===== src/rtl/mem_stage_sram.sv =====
// mem_stage_sram
// Memory stage of the 5-stage MIPS pipeline, between EX and WB/CP0.
// Holds one instruction, waits for the data-bus response of any load/store
// issued in EX, aligns and extends load data (including LWL/LWR merge), and
// hands the result to WB. Responses belonging to flushed instructions are
// swallowed so they cannot complete a younger instruction.
//
// Ports
//   clk, resetn          clock, asynchronous active-low reset
//   es_to_ms_valid/bus   EX bundle in {side, exc, badvaddr, req, ld_type,
//                        addr_lo, rt_val, gr_we, dest, result, pc}
//   ms_allowin           MS can take a bundle this cycle
//   data_sram_data_ok    one-cycle response strobe, data_sram_rdata with it
//   flush                WB exception/ERET flush
//   ws_allowin           WB can accept
//   ms_to_ws_valid/bus   bundle to WB {side, exc, badvaddr, gr_we, dest,
//                        final_result, pc}
//   ms_fwd               {fwd_valid, fwd_blocked, gr_we, dest, final_result}

module mem_stage_sram #(
   parameter int SIDE_WD   = 46,
   parameter int ES_BUS_WD = SIDE_WD + 155,
   parameter int WS_BUS_WD = SIDE_WD + 117
) (
   input  logic                 clk,
   input  logic                 resetn,
   input  logic                 es_to_ms_valid,
   input  logic [ES_BUS_WD-1:0] es_to_ms_bus,
   output logic                 ms_allowin,
   input  logic                 data_sram_data_ok,
   input  logic [31:0]          data_sram_rdata,
   input  logic                 flush,
   input  logic                 ws_allowin,
   output logic                 ms_to_ws_valid,
   output logic [WS_BUS_WD-1:0] ms_to_ws_bus,
   output logic [42:0]          ms_fwd
);

   // The req bit is only needed to choose WAIT/READY on entry, so the
   // latched copy of the bundle leaves it out.
   localparam int KEEP_WD = ES_BUS_WD - 1;

   typedef enum logic [1:0] {
      EMPTY = 2'd0,
      WAIT  = 2'd1,
      READY = 2'd2
   } state_t;

   state_t             state_q, state_d;
   logic [KEEP_WD-1:0] bundle_q;
   logic               discard_q, discard_d;
   logic               buf_valid_q, buf_valid_d;
   logic [31:0]        buf_q, buf_d;

   logic               ms_valid;
   logic               ready_go;
   logic               accept;
   logic               in_req;
   logic               own_resp;

   logic [SIDE_WD-1:0] side;
   logic [11:0]        exc;
   logic [31:0]        badvaddr;
   logic [2:0]         ld_type;
   logic [1:0]         addr_lo;
   logic [31:0]        rt_val;
   logic [3:0]         gr_we;
   logic [4:0]         dest;
   logic [31:0]        result;
   logic [31:0]        pc;

   logic [31:0]        load_data;
   logic [7:0]         load_byte;
   logic [15:0]        load_half;
   logic [31:0]        final_result;

   assign side     = bundle_q[KEEP_WD-1:154];
   assign exc      = bundle_q[153:142];
   assign badvaddr = bundle_q[141:110];
   assign ld_type  = bundle_q[109:107];
   assign addr_lo  = bundle_q[106:105];
   assign rt_val   = bundle_q[104:73];
   assign gr_we    = bundle_q[72:69];
   assign dest     = bundle_q[68:64];
   assign result   = bundle_q[63:32];
   assign pc       = bundle_q[31:0];

   assign ms_valid = (state_q != EMPTY);

   // A response only belongs to the held instruction when no stale
   // response is still owed from a flushed one.
   assign own_resp = (state_q == WAIT) && data_sram_data_ok && !discard_q;

   assign ready_go       = (state_q == READY) || own_resp;
   assign ms_allowin     = !ms_valid || (ready_go && ws_allowin);
   assign ms_to_ws_valid = ms_valid && ready_go && !flush;

   // An excepting bundle never waits, whatever EX claims about req.
   assign in_req = es_to_ms_bus[110] && (es_to_ms_bus[154:143] == 12'h000);
   assign accept = es_to_ms_valid && ms_allowin && !flush;

   // Next-state for the occupancy FSM, the stale-response flag and the
   // response buffer used when WB is not ready in the data_ok cycle.
   always_comb begin
      state_d     = state_q;
      discard_d   = discard_q;
      buf_valid_d = buf_valid_q;
      buf_d       = buf_q;

      if (data_sram_data_ok && discard_q) begin
         discard_d = 1'b0;
      end

      if (flush) begin
         state_d     = EMPTY;
         buf_valid_d = 1'b0;
         // The held instruction's response is still outstanding unless it
         // arrives in this very cycle.
         if ((state_q == WAIT) && !own_resp) begin
            discard_d = 1'b1;
         end
      end else if (accept) begin
         state_d     = in_req ? WAIT : READY;
         buf_valid_d = 1'b0;
      end else if (ms_valid && ready_go && ws_allowin) begin
         state_d     = EMPTY;
         buf_valid_d = 1'b0;
      end else if (own_resp) begin
         state_d     = READY;
         buf_valid_d = 1'b1;
         buf_d       = data_sram_rdata;
      end
   end

   // State registers; the bundle is only written when a new one is taken.
   always_ff @(posedge clk or negedge resetn) begin
      if (!resetn) begin
         state_q     <= EMPTY;
         discard_q   <= 1'b0;
         buf_valid_q <= 1'b0;
         buf_q       <= 32'h0;
         bundle_q    <= '0;
      end else begin
         state_q     <= state_d;
         discard_q   <= discard_d;
         buf_valid_q <= buf_valid_d;
         buf_q       <= buf_d;
         if (accept) begin
            bundle_q <= {es_to_ms_bus[ES_BUS_WD-1:111], es_to_ms_bus[109:0]};
         end
      end
   end

   // Load alignment and extension; LWL/LWR merge rdata with the old rt.
   always_comb begin
      load_data = buf_valid_q ? buf_q : data_sram_rdata;

      load_byte = load_data[7:0];
      case (addr_lo)
         2'd1:    load_byte = load_data[15:8];
         2'd2:    load_byte = load_data[23:16];
         2'd3:    load_byte = load_data[31:24];
         default: load_byte = load_data[7:0];
      endcase

      load_half = addr_lo[1] ? load_data[31:16] : load_data[15:0];

      final_result = result;
      case (ld_type)
         3'd1: final_result = {{24{load_byte[7]}}, load_byte};
         3'd2: final_result = {24'h0, load_byte};
         3'd3: final_result = {{16{load_half[15]}}, load_half};
         3'd4: final_result = {16'h0, load_half};
         3'd5: final_result = load_data;
         3'd6: begin
            case (addr_lo)
               2'd0:    final_result = {load_data[7:0],  rt_val[23:0]};
               2'd1:    final_result = {load_data[15:0], rt_val[15:0]};
               2'd2:    final_result = {load_data[23:0], rt_val[7:0]};
               default: final_result = load_data;
            endcase
         end
         3'd7: begin
            case (addr_lo)
               2'd1:    final_result = {rt_val[31:24], load_data[31:8]};
               2'd2:    final_result = {rt_val[31:16], load_data[31:16]};
               2'd3:    final_result = {rt_val[31:8],  load_data[31:24]};
               default: final_result = load_data;
            endcase
         end
         default: final_result = result;
      endcase
   end

   assign ms_to_ws_bus = {side, exc, badvaddr, gr_we, dest, final_result, pc};

   // Decode must stall on a matching dest while a load's data is missing.
   assign ms_fwd = {ms_valid && (|gr_we),
                    ms_valid && (ld_type != 3'd0) && !ready_go,
                    gr_we, dest, final_result};

endmodule


===== config.mk =====
export PLATFORM = sky130hd
export DESIGN_NAME = mem_stage_sram
export DESIGN_NICKNAME = d
export VERILOG_FILES = /design/src/rtl/mem_stage_sram.sv
export SDC_FILE = /design/constraint.sdc
export NUM_CORES = 1
export LEC_CHECK = 0
export CORE_MARGIN = 3
export CORE_UTILIZATION = 37
export DETAILED_ROUTE_END_ITERATION = 6
export GPL_ROUTABILITY_DRIVEN = 0
export GPL_TIMING_DRIVEN = 1
export PLACE_DENSITY = 0.7
export SYNTH_ARGS = -nofsm -noshare
export SYNTH_HDL_FRONTEND = slang
export SYNTH_SLANG_ARGS = --single-unit

===== constraint.sdc =====
create_clock -name clk -period 3.07 [get_ports clk]
set_input_delay 0.614 -clock clk [delete_from_list [all_inputs] [get_ports clk]]
set_output_delay 0.614 -clock clk [all_outputs]
set_load 0.01 [all_outputs]

After elaboration in Yosys (flattened, before gate mapping)
Index checks and enable logic that the tools add are counted.
{"block": "totals", "regBits": 236, "latch_bits": 0, "mem_bits_rw": 0, "romBits": 0, "in_bits": 239, "out_inout_bits": 208, "wordCells": 66, "mem_count": 0}
{"block": "op_classes", "add_sub_neg": 0, "multipliers": 0, "div": 0, "n_lt_le_gt_ge": 0, "n_eq_ne": 12, "shifts": 0, "mux": 18, "bitwise": 3, "n_reduce_logical": 28}
{"cell": "32-bit case mux with 7 select lines", "count": 1}
{"cell": "32-bit case mux with 3 select lines", "count": 2}
{"cell": "32-bit 2-to-1 mux", "count": 1}
{"cell": "8-bit case mux with 3 select lines", "count": 1}
{"cell": "16-bit 2-to-1 mux", "count": 1}
{"cell": "1-bit logical AND", "count": 14}
{"cell": "3-bit == test (second input constant)", "count": 4}
{"cell": "12-bit zero test", "count": 1}
{"cell": "2-bit 2-to-1 mux", "count": 5}
{"cell": "1-bit 2-to-1 mux", "count": 7}
{"cell": "2-bit == test (second input constant)", "count": 3}
{"cell": "3-bit by 2-bit == test with 1-bit output (second input constant)", "count": 2}
{"cell": "1-bit zero test", "count": 5}
{"cell": "2-bit by 1-bit == test with 1-bit output (second input constant)", "count": 2}
{"cell": "4-bit AND reduction", "count": 1}
{"cell": "4-bit nonzero test", "count": 1}
{"cell": "4-bit OR reduction", "count": 1}
{"cell": "3-bit by 1-bit == test with 1-bit output (second input constant)", "count": 1}
{"cell": "1-bit inverter", "count": 3}
{"cell": "3-bit nonzero test", "count": 1}
{"cell": "2-bit zero test", "count": 1}
{"cell": "1-bit logical OR", "count": 2}
{"cell": "2-bit nonzero test", "count": 1}

Longest topological paths before layout
{"block": "logic_depth", "word_depth": 10, "depth_mapped": 9, "depth_no_buf": 5}

Least setup slack after synthesis
No wires, ideal clock.
{"block": "synth_timing", "path_kind": "in2out", "startpoint": "in data_sram_rdata[31]", "endpoint": "out ms_to_ws_bus[47]", "arrival_time_ps": 2246, "required_time_ps": 2456, "path_slack_ps": 210, "path_stages": 7, "path_buffers": 2, "cell_sequence": "mux2_2 > mux4_2 > nand2_2 > o21ai_4 > buf_6 > o32a_1 > buf_4"}
{"block": "synth_via", "elab_chain_cells": 3, "elab_cells_between_ends": 5, "classes_between": "mux: 5"}
{"item": "start: declaration", "line_no": "31", "source": "input logic [31:0] data_sram_rdata,"}
{"item": "32-bit 2-to-1 mux (*)", "line_no": "156", "source": "load_data = buf_valid_q ? buf_q : data_sram_rdata;"}
{"item": "32-bit case mux with 3 select lines (tied with other cells)", "line_no": "184", "source": "case (addr_lo)"}
{"item": "32-bit case mux with 7 select lines (*)", "line_no": "169", "source": "case (ld_type)"}
{"item": "end: declaration", "line_no": "35", "source": "output logic [WS_BUS_WD-1:0] ms_to_ws_bus,"}
Every way passes the cells marked *; elsewhere a longest branch is shown, timed or not.

Worst setup path after layout
{"block": "layout_timing", "startpoint": "reg buf_valid_q", "endpoint": "out ms_to_ws_bus[56]"}
{"block": "layout_via", "elab_chain_cells": 3, "elab_cells_between_ends": 6, "classes_between": "mux: 6"}
{"item": "start: declaration", "line_no": "52", "source": "logic buf_valid_q, buf_valid_d;"}
{"item": "start signal: assignment", "line_no": "146", "source": "buf_valid_q <= buf_valid_d;"}
{"item": "32-bit 2-to-1 mux (*)", "line_no": "156"}
{"item": "32-bit case mux with 3 select lines (tied with other cells)", "line_no": "184"}
{"item": "32-bit case mux with 7 select lines (*)", "line_no": "169"}
Marked as above.

==> implementation parameters <==
Parameter                              Value

Synth
  Count of cell types in the netlist    45
  Number of enable flip-flop cells after synthesis    0
  Synthesized area divided by synthesized cell count    11.79 sq um
  Netlist area before placement    12880 sq um
  Yosys warnings    0
  Number of register bits inferred by synthesis    236
  Proportion of synthesized chip area in sequential cells    45.85%
  Post-Syn Instances    1093
  Synth Net Count    1332
  Most frequently used flop master after synthesis    sky130_fd_sc_hd__dfrtp_1
  Asr flop ratio synth    100.0%

Finish
  Proportion of layout cells with a drive suffix above 1    37.38%
  Most common cell after layout, fill and taps aside    sky130_fd_sc_hd__clkdlybuf4s50_1
  Summed area of non-filler cells in the final layout    18500 sq um
  Multi-input combinational cell area    5598 sq um
  Storage cell area    5911 sq um
  Count of non-filler cells in the finished layout    1941
  Count of filler cells inserted in the layout    3027
  Area added between synthesis and finish    43.60%
  Final core occ    54.48%
  Final #Nets    1710
  Top library cells by usage in the layout, fill and taps aside    381 x sky130_fd_sc_hd__clkdlybuf4s50_1, 237 x sky130_fd_sc_hd__mux2_2, 232 x sky130_fd_sc_hd__dfrtp_1

Worst setup path
  CP Cell Sequence    mux2_4, mux4_2, nand2_4, o21ai_4, o32a_1, buf_4, buf_6
  Number of cells on the worst reg-to-reg path    5
  Setup slack of the worst register-to-register path    660 ps
  Worst setup EP type    output port
  Max Fanout on Critical Path    8
  Critical Path Start Type    flip-flop
  Slowest cell on the critical path    sky130_fd_sc_hd__mux4_2
  Crit path arrival time    2940 ps
  Delay of the slowest critical-path stage    560 ps
  Reg2reg end    bundle_q[170]$_DFFE_PN0P_
  Worst setup path class    flip-flop to output port
  Launching point of the worst reg2reg path    state_q[1]$_DFFE_PN0P_
  Cell family contributing the most delay on the critical path    multiplexers
  Required arrival time at the worst endpoint    2460 ps
  Buffering stage count on the worst path with inverters included    2

Power and ir drop
  Switching Fraction    31.07%
  Overall power of the completed layout    0.01131 W
  Portion of total power attributed to the clock network    30.3%
  Leakage power    7.775 nW
  Power per cell area    611.2 nW/um^2
  Register share of total power    34.4%
  Switching power total    0.003513 W
  Worst ir drop on vdd    0.0004656 V
  Combinational group share of total power    35.3%
  Internal cell power    0.007793 W

Die
  Number of primary I/O pins    447
  Number of rows in the core area    67
  Die outline area    37090 sq um
  Width of the die    192.6 um
  Height of the die    192.6 um
  Area of the placeable core    33950 sq um
  Effective utilization at floorplan    37.94%

STA
  Final hold violations    0
  Worst clock skew on the final layout    16.45 ps
  Worst Tran Pin Value    883.6 ps
  Final min period    3549 ps
  Final WS setup    -479.4 ps
  Achievable frequency    281.7 MHz
  Number of slew-limit violations in the final report    0
  Setup Viol. Count Final    64
  Sum Neg Setup Slack    -23860 ps
  Setup repair after global routing missed its margin    true
  Final worst path period share    115.6%
  Relative slew slack    41.10%

Hold path
  Capture endpoint of the worst hold path    bundle_q[161]$_DFFE_PN0P_
  Launch point of the worst hold path    bundle_q[161]$_DFFE_PN0P_
  Worst hold stages    1
  Worst min-delay path category    flip-flop to flip-flop

Clock network
  Num CTS Buffers    29
  Register clock-pin slew on the reported worst setup and hold paths    60 ps
  Root buffer cell    sky130_fd_sc_hd__clkbuf_16
  CTS sink count    236
  Deepest clock path buffer count    3
  TritonCTS clock tree    built
  Insertion delay to the later sink of the worst-skew pair    570 ps
  H-tree Lvls    1

GRT
  Maximum number of pins on one net before global-route repair    134
  Global router's overall resource usage    22.38%
  Wire length of the first global-routing pass    62.87 mm
  Number of global-route vias before repair    10430
  Leftover overflow at the end of global routing    0
  Initial antenna violation count    10

Routing
  Remaining DRCs    0
  First-pass iteration count of the detailed router    5
  Final WL    43.18 mm
  Violation count after the first detailed-routing iteration    578
  Antenna viol nets, final    0
  Total via count in the routed design    10060
  Vias per cell    5.182
  Routed wire per std cell    22.24 um

Place
  Number of port buffers    446
  Placed Cells incl. Taps    1867
  Estimated wirelength of the detail-placed design    32.76 mm
  Area after DPL    17340 sq um

Flow run
  Max cap viols    0

Status
  Outcome    finished, violations left
  Violated checks    negative setup slack
-- worst max-delay path by stage --
stage	start	to	slack, ps	cells past startpoint
after floorplan	data_sram_rdata[31]	ms_to_ws_bus[47]	210	7
after global placement	data_sram_rdata[15]	ms_fwd[25]	-720	8
after detailed placement	data_sram_rdata[7]	ms_fwd[25]	-760	8
after CTS	buf_valid_q$_DFFE_PN0P_	ms_fwd[14]	-490	9
after global routing	buf_valid_q$_DFFE_PN0P_	ms_fwd[14]	-540	9
final	buf_valid_q$_DFFE_PN0P_	ms_to_ws_bus[56]	-480	7
-- stage by stage --
stage               setup slack [ps]  hold WS [ps]
floorplan                      210.0         318.4
global route                  -540.9         507.3
finish                        -479.4         501.5
global placement              -723.1         486.9
detailed placement            -761.6         491.5
CTS                           -493.5         504.9
-- registers in the layout, summed over array words and instances, names as in the netlist --
name,count
buf_q,32
discard_q,1
bundle_q,200
buf_valid_q,1
state_q,2
-- kinds of logic (layout without fill, tap and decap cells) --
logic type      after synthesis  after routing  share of synthesized area, %
other cells                   0              3                             0
compound gates              170            171                         8.878
buf+inv                     250            646                         12.70
simple gates                132            132                         4.556
xor+xnor                      1              1                       0.06801
flops                       236            236                         45.85
mux                         304            304                         27.96
-- cell usage after synthesis, types with 2 or more instances --
cell / count / area (sq um)
sky130_fd_sc_hd__nor2_1: 62 / 232.7
sky130_fd_sc_hd__mux4_2: 20 / 450.4
sky130_fd_sc_hd__nor3b_1: 2 / 15.01
sky130_fd_sc_hd__o21a_1: 10 / 75.07
sky130_fd_sc_hd__dfrtp_1: 236 / 5906
sky130_fd_sc_hd__o21bai_1: 2 / 15.01
sky130_fd_sc_hd__nor2b_1: 7 / 43.79
sky130_fd_sc_hd__inv_1: 11 / 41.29
sky130_fd_sc_hd__nand3b_1: 4 / 30.03
sky130_fd_sc_hd__and3_1: 2 / 12.51
sky130_fd_sc_hd__buf_1: 4 / 15.01
sky130_fd_sc_hd__buf_6: 2 / 22.52
sky130_fd_sc_hd__o21ai_0: 37 / 185.2
sky130_fd_sc_hd__a21oi_1: 36 / 180.2
sky130_fd_sc_hd__a31oi_1: 7 / 43.79
sky130_fd_sc_hd__nor4_1: 3 / 18.77
sky130_fd_sc_hd__clkbuf_1: 32 / 120.1
sky130_fd_sc_hd__mux2i_1: 41 / 410.4
sky130_fd_sc_hd__mux2_2: 240 / 2703
sky130_fd_sc_hd__mux2_1: 2 / 22.52
sky130_fd_sc_hd__o22a_1: 3 / 26.28
sky130_fd_sc_hd__a211oi_1: 7 / 52.55
sky130_fd_sc_hd__a21boi_0: 2 / 15.01
sky130_fd_sc_hd__o2bb2ai_1: 2 / 17.52
sky130_fd_sc_hd__or3_1: 3 / 18.77
sky130_fd_sc_hd__o32a_1: 25 / 250.2
sky130_fd_sc_hd__nand2_1: 34 / 127.6
sky130_fd_sc_hd__nand2b_1: 6 / 37.54
sky130_fd_sc_hd__buf_2: 29 / 145.1
sky130_fd_sc_hd__buf_4: 172 / 1291
sky130_fd_sc_hd__nor3_1: 2 / 10.01
sky130_fd_sc_hd__o211ai_1: 3 / 22.52
sky130_fd_sc_hd__o22ai_1: 25 / 156.4
sky130_fd_sc_hd__o32ai_1: 5 / 43.79
sky130_fd_sc_hd__nand3_1: 5 / 25.02
-- layout make-up --
class	instances	area share (%)
clock buffer	39	4.288
clock inverter	11	0.8117
multi-input combinational	608	30.26
tap	448	3.030
antenna	3	0.04058
timing repair buffer	585	29.39
inverter	11	0.2232
sequential	236	31.95
-- power by group through the flow --
| stage | registers [W] | clock network [W] | logic, W |
|---|---|---|---|
| floorplan | 0.00379 | 0 | 0.00243 |
| global placement | 0.00392 | 0 | 0.00404 |
| detailed placement | 0.00394 | 0 | 0.00409 |
| CTS | 0.00389 | 0.00354 | 0.00396 |
| global route | 0.00395 | 0.00367 | 0.00425 |
| finish | 0.00389 | 0.00342 | 0.00399 |
-- what timing repair did --
action                                  in CTS  in global routing
hold buffers                                 1                  0
endpoints found under the setup margin      64                 65
setup buffers                               16                  4
hold endpoints to repair                    19                  0
gates cloned                                 1                  0
resized for setup                          318                 27
pin swaps                                   38                 20
-- routing by layer --
metal  wire (um)  vias up  track usage, %
met3        3893      102           7.175
met1       16120     4949           25.94
met5          51        -               0
met2       21710      478           39.59
li1            -     4521               -
met4        1399        8           6.444
No activity file was read; power rests on OpenSTA's default activity.
